**config.mk**
```make
export PLATFORM = sky130hd
export DESIGN_NAME = wide_add_sequencer
export DESIGN_NICKNAME = d
export VERILOG_FILES = /design/src/rtl/wide_add_pkg.sv /design/src/rtl/wide_add_sequencer.sv
export SDC_FILE = /design/constraint.sdc
export NUM_CORES = 1
export LEC_CHECK = 0
export CAP_MARGIN = 20
export CELL_PAD_IN_SITES_DETAIL_PLACEMENT = 1
export CELL_PAD_IN_SITES_GLOBAL_PLACEMENT = 1
export CORE_ASPECT_RATIO = 1.2
export CORE_MARGIN = 2
export CORE_UTILIZATION = 38
export CTS_CLUSTER_DIAMETER = 120
export DETAILED_ROUTE_END_ITERATION = 7
export PLACE_DENSITY_LB_ADDON = 0.1
export SYNTH_ARGS = -nofsm -noshare
export SYNTH_HDL_FRONTEND = slang
export SYNTH_SLANG_ARGS = --single-unit
export TNS_END_PERCENT = 1
```
**constraint.sdc**
```tcl
create_clock -name clk -period 2.4 [get_ports clk]
set_clock_uncertainty 0.1 [all_clocks]
set_input_delay 0.72 -clock clk [delete_from_list [all_inputs] [get_ports clk]]
set_output_delay 0.72 -clock clk [all_outputs]
set_load 0.005 [all_outputs]
```
**src/rtl/wide_add_pkg.sv**
```systemverilog
// Shared types and constants for the wide add sequencer: slice width,
// FSM state encoding and index width helper.
package wide_add_pkg;

  localparam int SLICE_W = 20;

  typedef enum logic [1:0] {
    IDLE = 2'd0,
    RUN  = 2'd1,
    DONE = 2'd2
  } state_t;

  // Slice index width; a single-slice build still carries a 1-bit index.
  function automatic int idx_width(input int words);
    return (words > 1) ? $clog2(words) : 1;
  endfunction

endpackage

```
**src/rtl/wide_add_sequencer.sv**
```systemverilog
// Streams WORDS*20-bit operands through an external 20-bit adder slice, LS slice first.
// Optional subtract mode is enabled by defining WIDE_ADD_SUB_EN (adds port in_sub).
module wide_add_sequencer
  import wide_add_pkg::*;
#(
  parameter int WORDS = 4
) (
  input  logic                       clk,
  input  logic                       rst_n,
  input  logic                       in_valid,
  output logic                       in_ready,
  input  logic [WORDS*SLICE_W-1:0]   in_a,
  input  logic [WORDS*SLICE_W-1:0]   in_b,
  input  logic                       in_cin,
`ifdef WIDE_ADD_SUB_EN
  input  logic                       in_sub,
`endif
  output logic [SLICE_W-1:0]         add_a,
  output logic [SLICE_W-1:0]         add_b,
  output logic                       add_cin,
  input  logic [SLICE_W-1:0]         add_sum,
  input  logic                       add_cout,
  output logic                       out_valid,
  input  logic                       out_ready,
  output logic [WORDS*SLICE_W-1:0]   out_sum,
  output logic                       out_cout
);

  localparam int IW      = idx_width(WORDS);
  localparam int TOTAL_W = WORDS * SLICE_W;
  localparam logic [IW-1:0] LAST_IDX = IW'(WORDS - 1);

  state_t               state_reg, state_next;
  logic [IW-1:0]        idx_reg;
  logic                 carry_reg;
  logic                 cout_reg;
  logic [TOTAL_W-1:0]   a_reg, b_reg;
  logic [SLICE_W-1:0]   a_slice [WORDS];
  logic [SLICE_W-1:0]   b_slice [WORDS];
  logic [SLICE_W-1:0]   a_cur, b_cur, b_sel;
  logic                 accept;
  logic                 init_carry;

`ifdef WIDE_ADD_SUB_EN
  logic sub_reg;
  assign b_sel      = sub_reg ? ~b_cur : b_cur;
  assign init_carry = in_sub ? 1'b1 : in_cin;
`else
  assign b_sel      = b_cur;
  assign init_carry = in_cin;
`endif

  assign accept   = (state_reg == IDLE) && in_valid;
  assign out_cout = cout_reg;

  generate
    for (genvar gi = 0; gi < WORDS; gi++) begin : g_slice
      logic [SLICE_W-1:0] sum_slice_reg;

      assign a_slice[gi] = a_reg[gi*SLICE_W +: SLICE_W];
      assign b_slice[gi] = b_reg[gi*SLICE_W +: SLICE_W];
      assign out_sum[gi*SLICE_W +: SLICE_W] = sum_slice_reg;

      always_ff @(posedge clk or negedge rst_n) begin
        if (!rst_n) begin
          sum_slice_reg <= '0;
        end else if (state_reg == RUN && idx_reg == IW'(gi)) begin
          sum_slice_reg <= add_sum;
        end
      end
    end
  endgenerate

  // Explicit compare-mux keeps the select legal for any WORDS, including 1.
  always_comb begin
    a_cur = '0;
    b_cur = '0;
    for (int i = 0; i < WORDS; i++) begin
      if (idx_reg == IW'(i)) begin
        a_cur = a_slice[i];
        b_cur = b_slice[i];
      end
    end
  end

  always_ff @(posedge clk or negedge rst_n) begin
    if (!rst_n) begin
      state_reg <= IDLE;
    end else begin
      state_reg <= state_next;
    end
  end

  always_comb begin
    state_next = state_reg;
    in_ready   = 1'b0;
    out_valid  = 1'b0;
    add_a      = '0;
    add_b      = '0;
    add_cin    = 1'b0;
    case (state_reg)
      IDLE: begin
        in_ready = 1'b1;
        if (in_valid) state_next = RUN;
      end
      RUN: begin
        add_a   = a_cur;
        add_b   = b_sel;
        add_cin = carry_reg;
        if (idx_reg == LAST_IDX) state_next = DONE;
      end
      DONE: begin
        out_valid = 1'b1;
        if (out_ready) state_next = IDLE;
      end
      default: state_next = IDLE;
    endcase
  end

  // Carry ripples between slices only through carry_reg; idx holds at the last slice.
  always_ff @(posedge clk or negedge rst_n) begin
    if (!rst_n) begin
      a_reg     <= '0;
      b_reg     <= '0;
      idx_reg   <= '0;
      carry_reg <= 1'b0;
      cout_reg  <= 1'b0;
    end else if (accept) begin
      a_reg     <= in_a;
      b_reg     <= in_b;
      idx_reg   <= '0;
      carry_reg <= init_carry;
    end else if (state_reg == RUN) begin
      carry_reg <= add_cout;
      if (idx_reg == LAST_IDX) begin
        cout_reg <= add_cout;
      end else begin
        idx_reg <= idx_reg + 1'b1;
      end
    end
  end

`ifdef WIDE_ADD_SUB_EN
  always_ff @(posedge clk or negedge rst_n) begin
    if (!rst_n) begin
      sub_reg <= 1'b0;
    end else if (accept) begin
      sub_reg <= in_sub;
    end
  end
`endif

endmodule
```
# Yosys cells after proc, flatten, opt, wreduce, memory -nomap -nowiden
# Cells that the tools add are included.
# op_classes
n_reduce_logical	11
muxes	22
eq_ne	9
n_bitwise	1
add_sub_neg	1
# op_table
op	count
20-bit 2-to-1 mux	10
2-bit 2-to-1 mux	6
2-bit equality test (second input constant)	3
2-bit != test (second input constant)	3
2-bit case mux with 3 select lines	1
3-bit AND reduction	2
1-bit logical AND	5
1-bit 2-to-1 mux	5
2-bit by 1-bit equality test with 1-bit output (second input constant)	2
2-bit logical NOT	2
2-bit by 1-bit adder with 2-bit output (second input constant)	1
2-bit by 1-bit != test with 1-bit output (second input constant)	1
2-bit AND reduction	1
2-bit nonzero test	1
1-bit NOT	1
# word_totals
in_bits	186
output_inout_bits	124
reg_bits	246
wordCells	54

# Depth between registers and ports, before layout
# depth
depth_word	6
ltp_mapped	8
mapped_depth_nobuf	5

# Worst setup path before layout
# OpenSTA, ideal clock, no wires.
# synth_path
kind	reg-to-output
startpoint	register idx_reg[0]
endpoint	output add_b[10]
path_slack_ps	41
n_path_buf	3
t_required_ps	1580
stages_incl_launch_ff	8
arrival_ps	1539
cell_sequence	dfrtp_1 -> ha_1 -> buf_2 -> nor2b_1 -> buf_2 -> buf_2 -> a221oi_1 -> o2bb2ai_1
# synth_via
elab_chain_cells	6
word_cells_on_any_way	9
classes_between	3 x eq/ne; 5 x mux; 1 x reduce/logical
# synth_rtl
element	line	rtl
from (decl)	wide_add_sequencer.sv:34	logic [IW-1:0] idx_reg;
from (signal assigned)	wide_add_sequencer.sv:138	idx_reg <= idx_reg + 1'b1;
2-bit logical NOT	wide_add_sequencer.sv:79	if (idx_reg == IW'(i)) begin
20-bit 2-to-1 mux (3 in a row)	wide_add_sequencer.sv:79	
20-bit 2-to-1 mux (*)	wide_add_sequencer.sv:79	
20-bit 2-to-1 mux (*)	wide_add_sequencer.sv:101	case (state_reg)
to (decl)	wide_add_sequencer.sv:19	output logic [SLICE_W-1:0] add_b,
# Mark *: on every way between the ends. The rest lies on a longest branch, timed or not.

# Worst setup path after layout
# layout_path
startpoint	register idx_reg[0]
endpoint	output add_a[2]
# layout_via
elab_chain_cells	6
word_cells_on_any_way	9
classes_between	3 x eq/ne; 5 x mux; 1 x reduce/logical
# layout_rtl
element	line	rtl
2-bit logical NOT	wide_add_sequencer.sv:79	
20-bit 2-to-1 mux (3 in a row)	wide_add_sequencer.sv:79	
20-bit 2-to-1 mux (*)	wide_add_sequencer.sv:79	
20-bit 2-to-1 mux (*)	wide_add_sequencer.sv:101	
to (decl)	wide_add_sequencer.sv:18	output logic [SLICE_W-1:0] add_a,
# Marks and branches as above.

==> PnR_summary.wiki <==
{| class="wikitable"
! Metric !! Value
|-
| Result of the run || complete, but fails checks
|-
| Violations in the final reports || setup timing
|-
| Global-route wire length before repair || ~50000 um
|-
| Clk pin slew, worst setup/hold paths || ~0.060 ns
|-
| Net count, final || between 1k and 1.5k
|-
| Max Root-Sink Buffers || 3
|-
| Number of port buffers || 309
|-
| Avg Synthesized Cell Area || around 15 um2
|-
| Class of the most critical setup path || register to output port
|-
| Placement row count || 66
|-
| Routability cong. || a little under 0.8
|-
| Unrepaired setup endpoints after global routing || true
|-
| # fillers || ~2.6k
|-
| Worst IR Drop VDD || between 0.6 and 0.7 mV
|-
| CTS tree || yes
|-
| Clk root buf || clkbuf_16
|-
| Count of buffering cells on the critical path with inverters included || 5
|-
| Sinks on the clock net || 246
|-
| Largest driver fanout on the critical path || 5
|-
| Leakage power summed over all cells || 6.57 nW
|-
| Setup violations, final || 40
|-
| Place WS || -0.497 ns
|-
| Chain of cells forming the critical path || buf_6 > ha_4 > nor2b_4 > buf_8 > buf_12 > buf_8 > a221oi_4 > o2bb2ai_1 > buf_2
|-
| Layout cell share with drive strength beyond 1 || approximately 47%
|-
| Number of storage elements in the synthesis netlist || 246
|-
| Max Slew Vio Count || 0
|-
| X dimension of the die || 155 um
|-
| Worst path top cell family by delay || buffers and inverters
|-
| Finished layout cell area || ~16000 um2
|-
| Die height || 185 um
|-
| Worst setup EP type || output port
|-
| Tightest Pin Transition || a little under 0.4 ns
|-
| Total number of vias || ~7.3k
|-
| Post-Synthesis Cells || roughly 690
|-
| Number of ports placed on the die boundary || 310
|-
| Tcrit/Tclk final || 127%
|-
| CP Launch Type || register
|-
| Worst slew margin relative to its limit || around three quarters
|-
| Final wirelength || 31800 um
|-
| Synth warnings || 0
|-
| Total power per unit cell area || 1480 nW/um2
|-
| Max incr delay on CP || roughly 0.45 ns
|-
| Layout area overhead || 55.5%
|-
| Number of hold-slack violations in the final timing report || 0
|-
| Final antenna-violating net count || 0
|-
| Data arrival time of the critical path || approximately 2.2 ns
|-
| Cell mode on critical path || buf_8
|-
| Worst hold path type || register to register
|-
| Post-synthesis instance area || between 10000 and 15000 um2
|-
| Area after DPL || roughly 14000 um2
|-
| Global route overflow || 0
|-
| Initial antenna violation count || 4
|-
| Clock latency reported for the late side of the worst-skew pair || around 0.53 ns
|-
| Area taken by multi-input logic gates || 4510 um2
|-
| CORE AREA || roughly 27000 um2
|-
| Via count of the first global-routing pass || 8293
|-
| First DRT Iteration DRCs || 230
|-
| GRT Util Overall || around 22%
|-
| Sequential cell area || about 6200 um2
|-
| Slowest stage cell on the critical path || dfrtp_2
|-
| Worst Slack Setup Final || -0.654 ns
|-
| Initial Util || about two fifths
|-
| Highest attainable clock frequency || 327 MHz
|-
| DRC violation count after routing || 0
|-
| Average detailed-routed wire length per instance || 22.4 um
|-
| Final core area utilization || about three fifths
|-
| Syn Nets || about 880
|-
| Total clock buffers created by CTS || 28
|-
| Area enclosed by the die boundary || roughly 29000 um2
|-
| Via density per instance || approximately 5.2
|-
| DP HPWL || 21700 um
|-
| H-tree level count || 1
|-
| Clock period minus final worst setup slack || about 3.1 ns
|-
| Req. time, crit path || between 1.5 and 2 ns
|-
| Sequential element share of the synthesized area || between 50% and 60%
|-
| Largest net degree at the start of global routing || 49
|-
| Number of library cell types mapped by synthesis || 27
|-
| Pre-antenna DRT Iters || 4
|-
| Max Cap Violations || 0
|}
## cell type report
cell class	count	area share, %
Timing Repair Buffer	385	24.7
Sequential cell	246	38.3
Clock inverter	8	0.739
Clock buffer	44	5.36
Inverter	4	0.125
Multi-Input combinational cell	388	28.1
Antenna cell	4	0.0623
Tap cell	340	2.65
## worst reg2reg max path: cells and delay by family, from the launching register on
family,cells,cell delay (ns)
multiplexers,1,0.36
buffers and inverters,3,0.62
AND/OR/NAND/NOR,1,0.34
flip-flops,1,0.41
## cells in the final DEF (no fill, tap or decap), types with 2 or more instances in the layout
cell	count
buf_8	7
a221oi_4	13
inv_4	2
mux2_2	235
ha_4	3
o2bb2ai_2	20
clkdlybuf4s50_1	265
o21ai_0	10
bufinv_16	3
buf_16	5
nor2b_4	2
buf_12	26
nand2_1	4
o2bb2ai_4	2
buf_6	9
clkinv_2	4
inv_2	2
nor2b_1	2
dlygate4sd2_1	2
buf_4	29
a221oi_2	24
o21ai_2	21
a221oi_1	3
diode_2	4
clkbuf_8	8
clkbuf_16	29
clkbuf_1	7
mux2_4	6
buf_2	41
nor2_1	4
dfrtp_1	243
dfrtp_2	3
o2bb2ai_1	18
o21ai_1	10
## cell usage after synthesis (all sizes together)
master   count  area [um2]
ha           4        50.1
o2bb2ai     40         350
xnor2        1        8.76
mux2i        1        10.0
buf         34         265
nand2        4        15.0
or2          1        6.26
nor2         4        15.0
a31oi        1        6.26
nor3b        2        20.0
and2         2        15.0
o21ai       41         205
dfrtp      246        6160
a221oi      40         350
o31ai        1        7.51
mux2       241        2740
a22oi        1        7.51
inv          4        15.0
clkbuf      19        71.3
nor2b        4        25.0
## per-layer routing
layer	vias to the layer above	wire length (um)	global-route usage, %	part of all wire, %
li1	3318	-	-	-
met1	3752	12600	26.7	40
met2	217	16500	39.2	52
met3	47	1850	5.22	5.8
met4	0	826	6.59	2.6
met5	-	0	0	0
## per-stage QoR
stage	total power [mW]	std cells	hold WS [ns]	TNS (ns)
3_5_place_dp	17.5	1343	0.391	-38.93
2_1_floorplan	12.1	691	0.324	0
4_1_cts	23.6	1416	0.404	-23.35
5_1_grt	25.2	1419	0.415	-26.14
6_report	23.9	1419	0.401	-23.04
3_3_place_gp	17.3	1343	0.385	-36.12
## report_power, final
group,internal [mW],leakage (nW),total [mW],switching [mW]
clock network,2.78,0.486,4.46,1.68
registers,6.32,2.89,7.81,1.49
logic,6.90,3.20,11.6,4.68
## final timing paths
path	from	end	slack (ns)	depth (start not counted)
min in group asynchronous	rst_n	g_slice[1].sum_slice_reg[11]	0.58	2
max	idx_reg[0]	add_a[2]	-0.65	9
min	g_slice[0].sum_slice_reg[2]	g_slice[0].sum_slice_reg[2]	0.40	1
max reg2reg	state_reg[0]	b_reg[21]	0.44	5
max in group asynchronous	rst_n	a_reg[40]	1.01	3
min reg2reg	g_slice[0].sum_slice_reg[2]	g_slice[0].sum_slice_reg[2]	0.40	1
## cell families after synthesis
kind of cell	Yosys count	synth area share, %
compound gates	124	8.97
fa+ha+maj	4	0.484
mux	242	26.6
flops	246	59.6
xor+xnor	1	0.0848
simple gates	17	0.932
buf+inv	57	3.40
## repair_timing
| item | in CTS | in global routing |
|---|---|---|
| hold endpoints to repair | 37 | 0 |
| pin swaps | 57 | 28 |
| gates cloned | 5 | 0 |
| resized for setup | 293 | 43 |
| hold buffers | 1 | 0 |
| setup buffers | 16 | 1 |
| setup endpoints to repair | 43 | 42 |
Note: power is estimated with default switching activity, not from simulation.
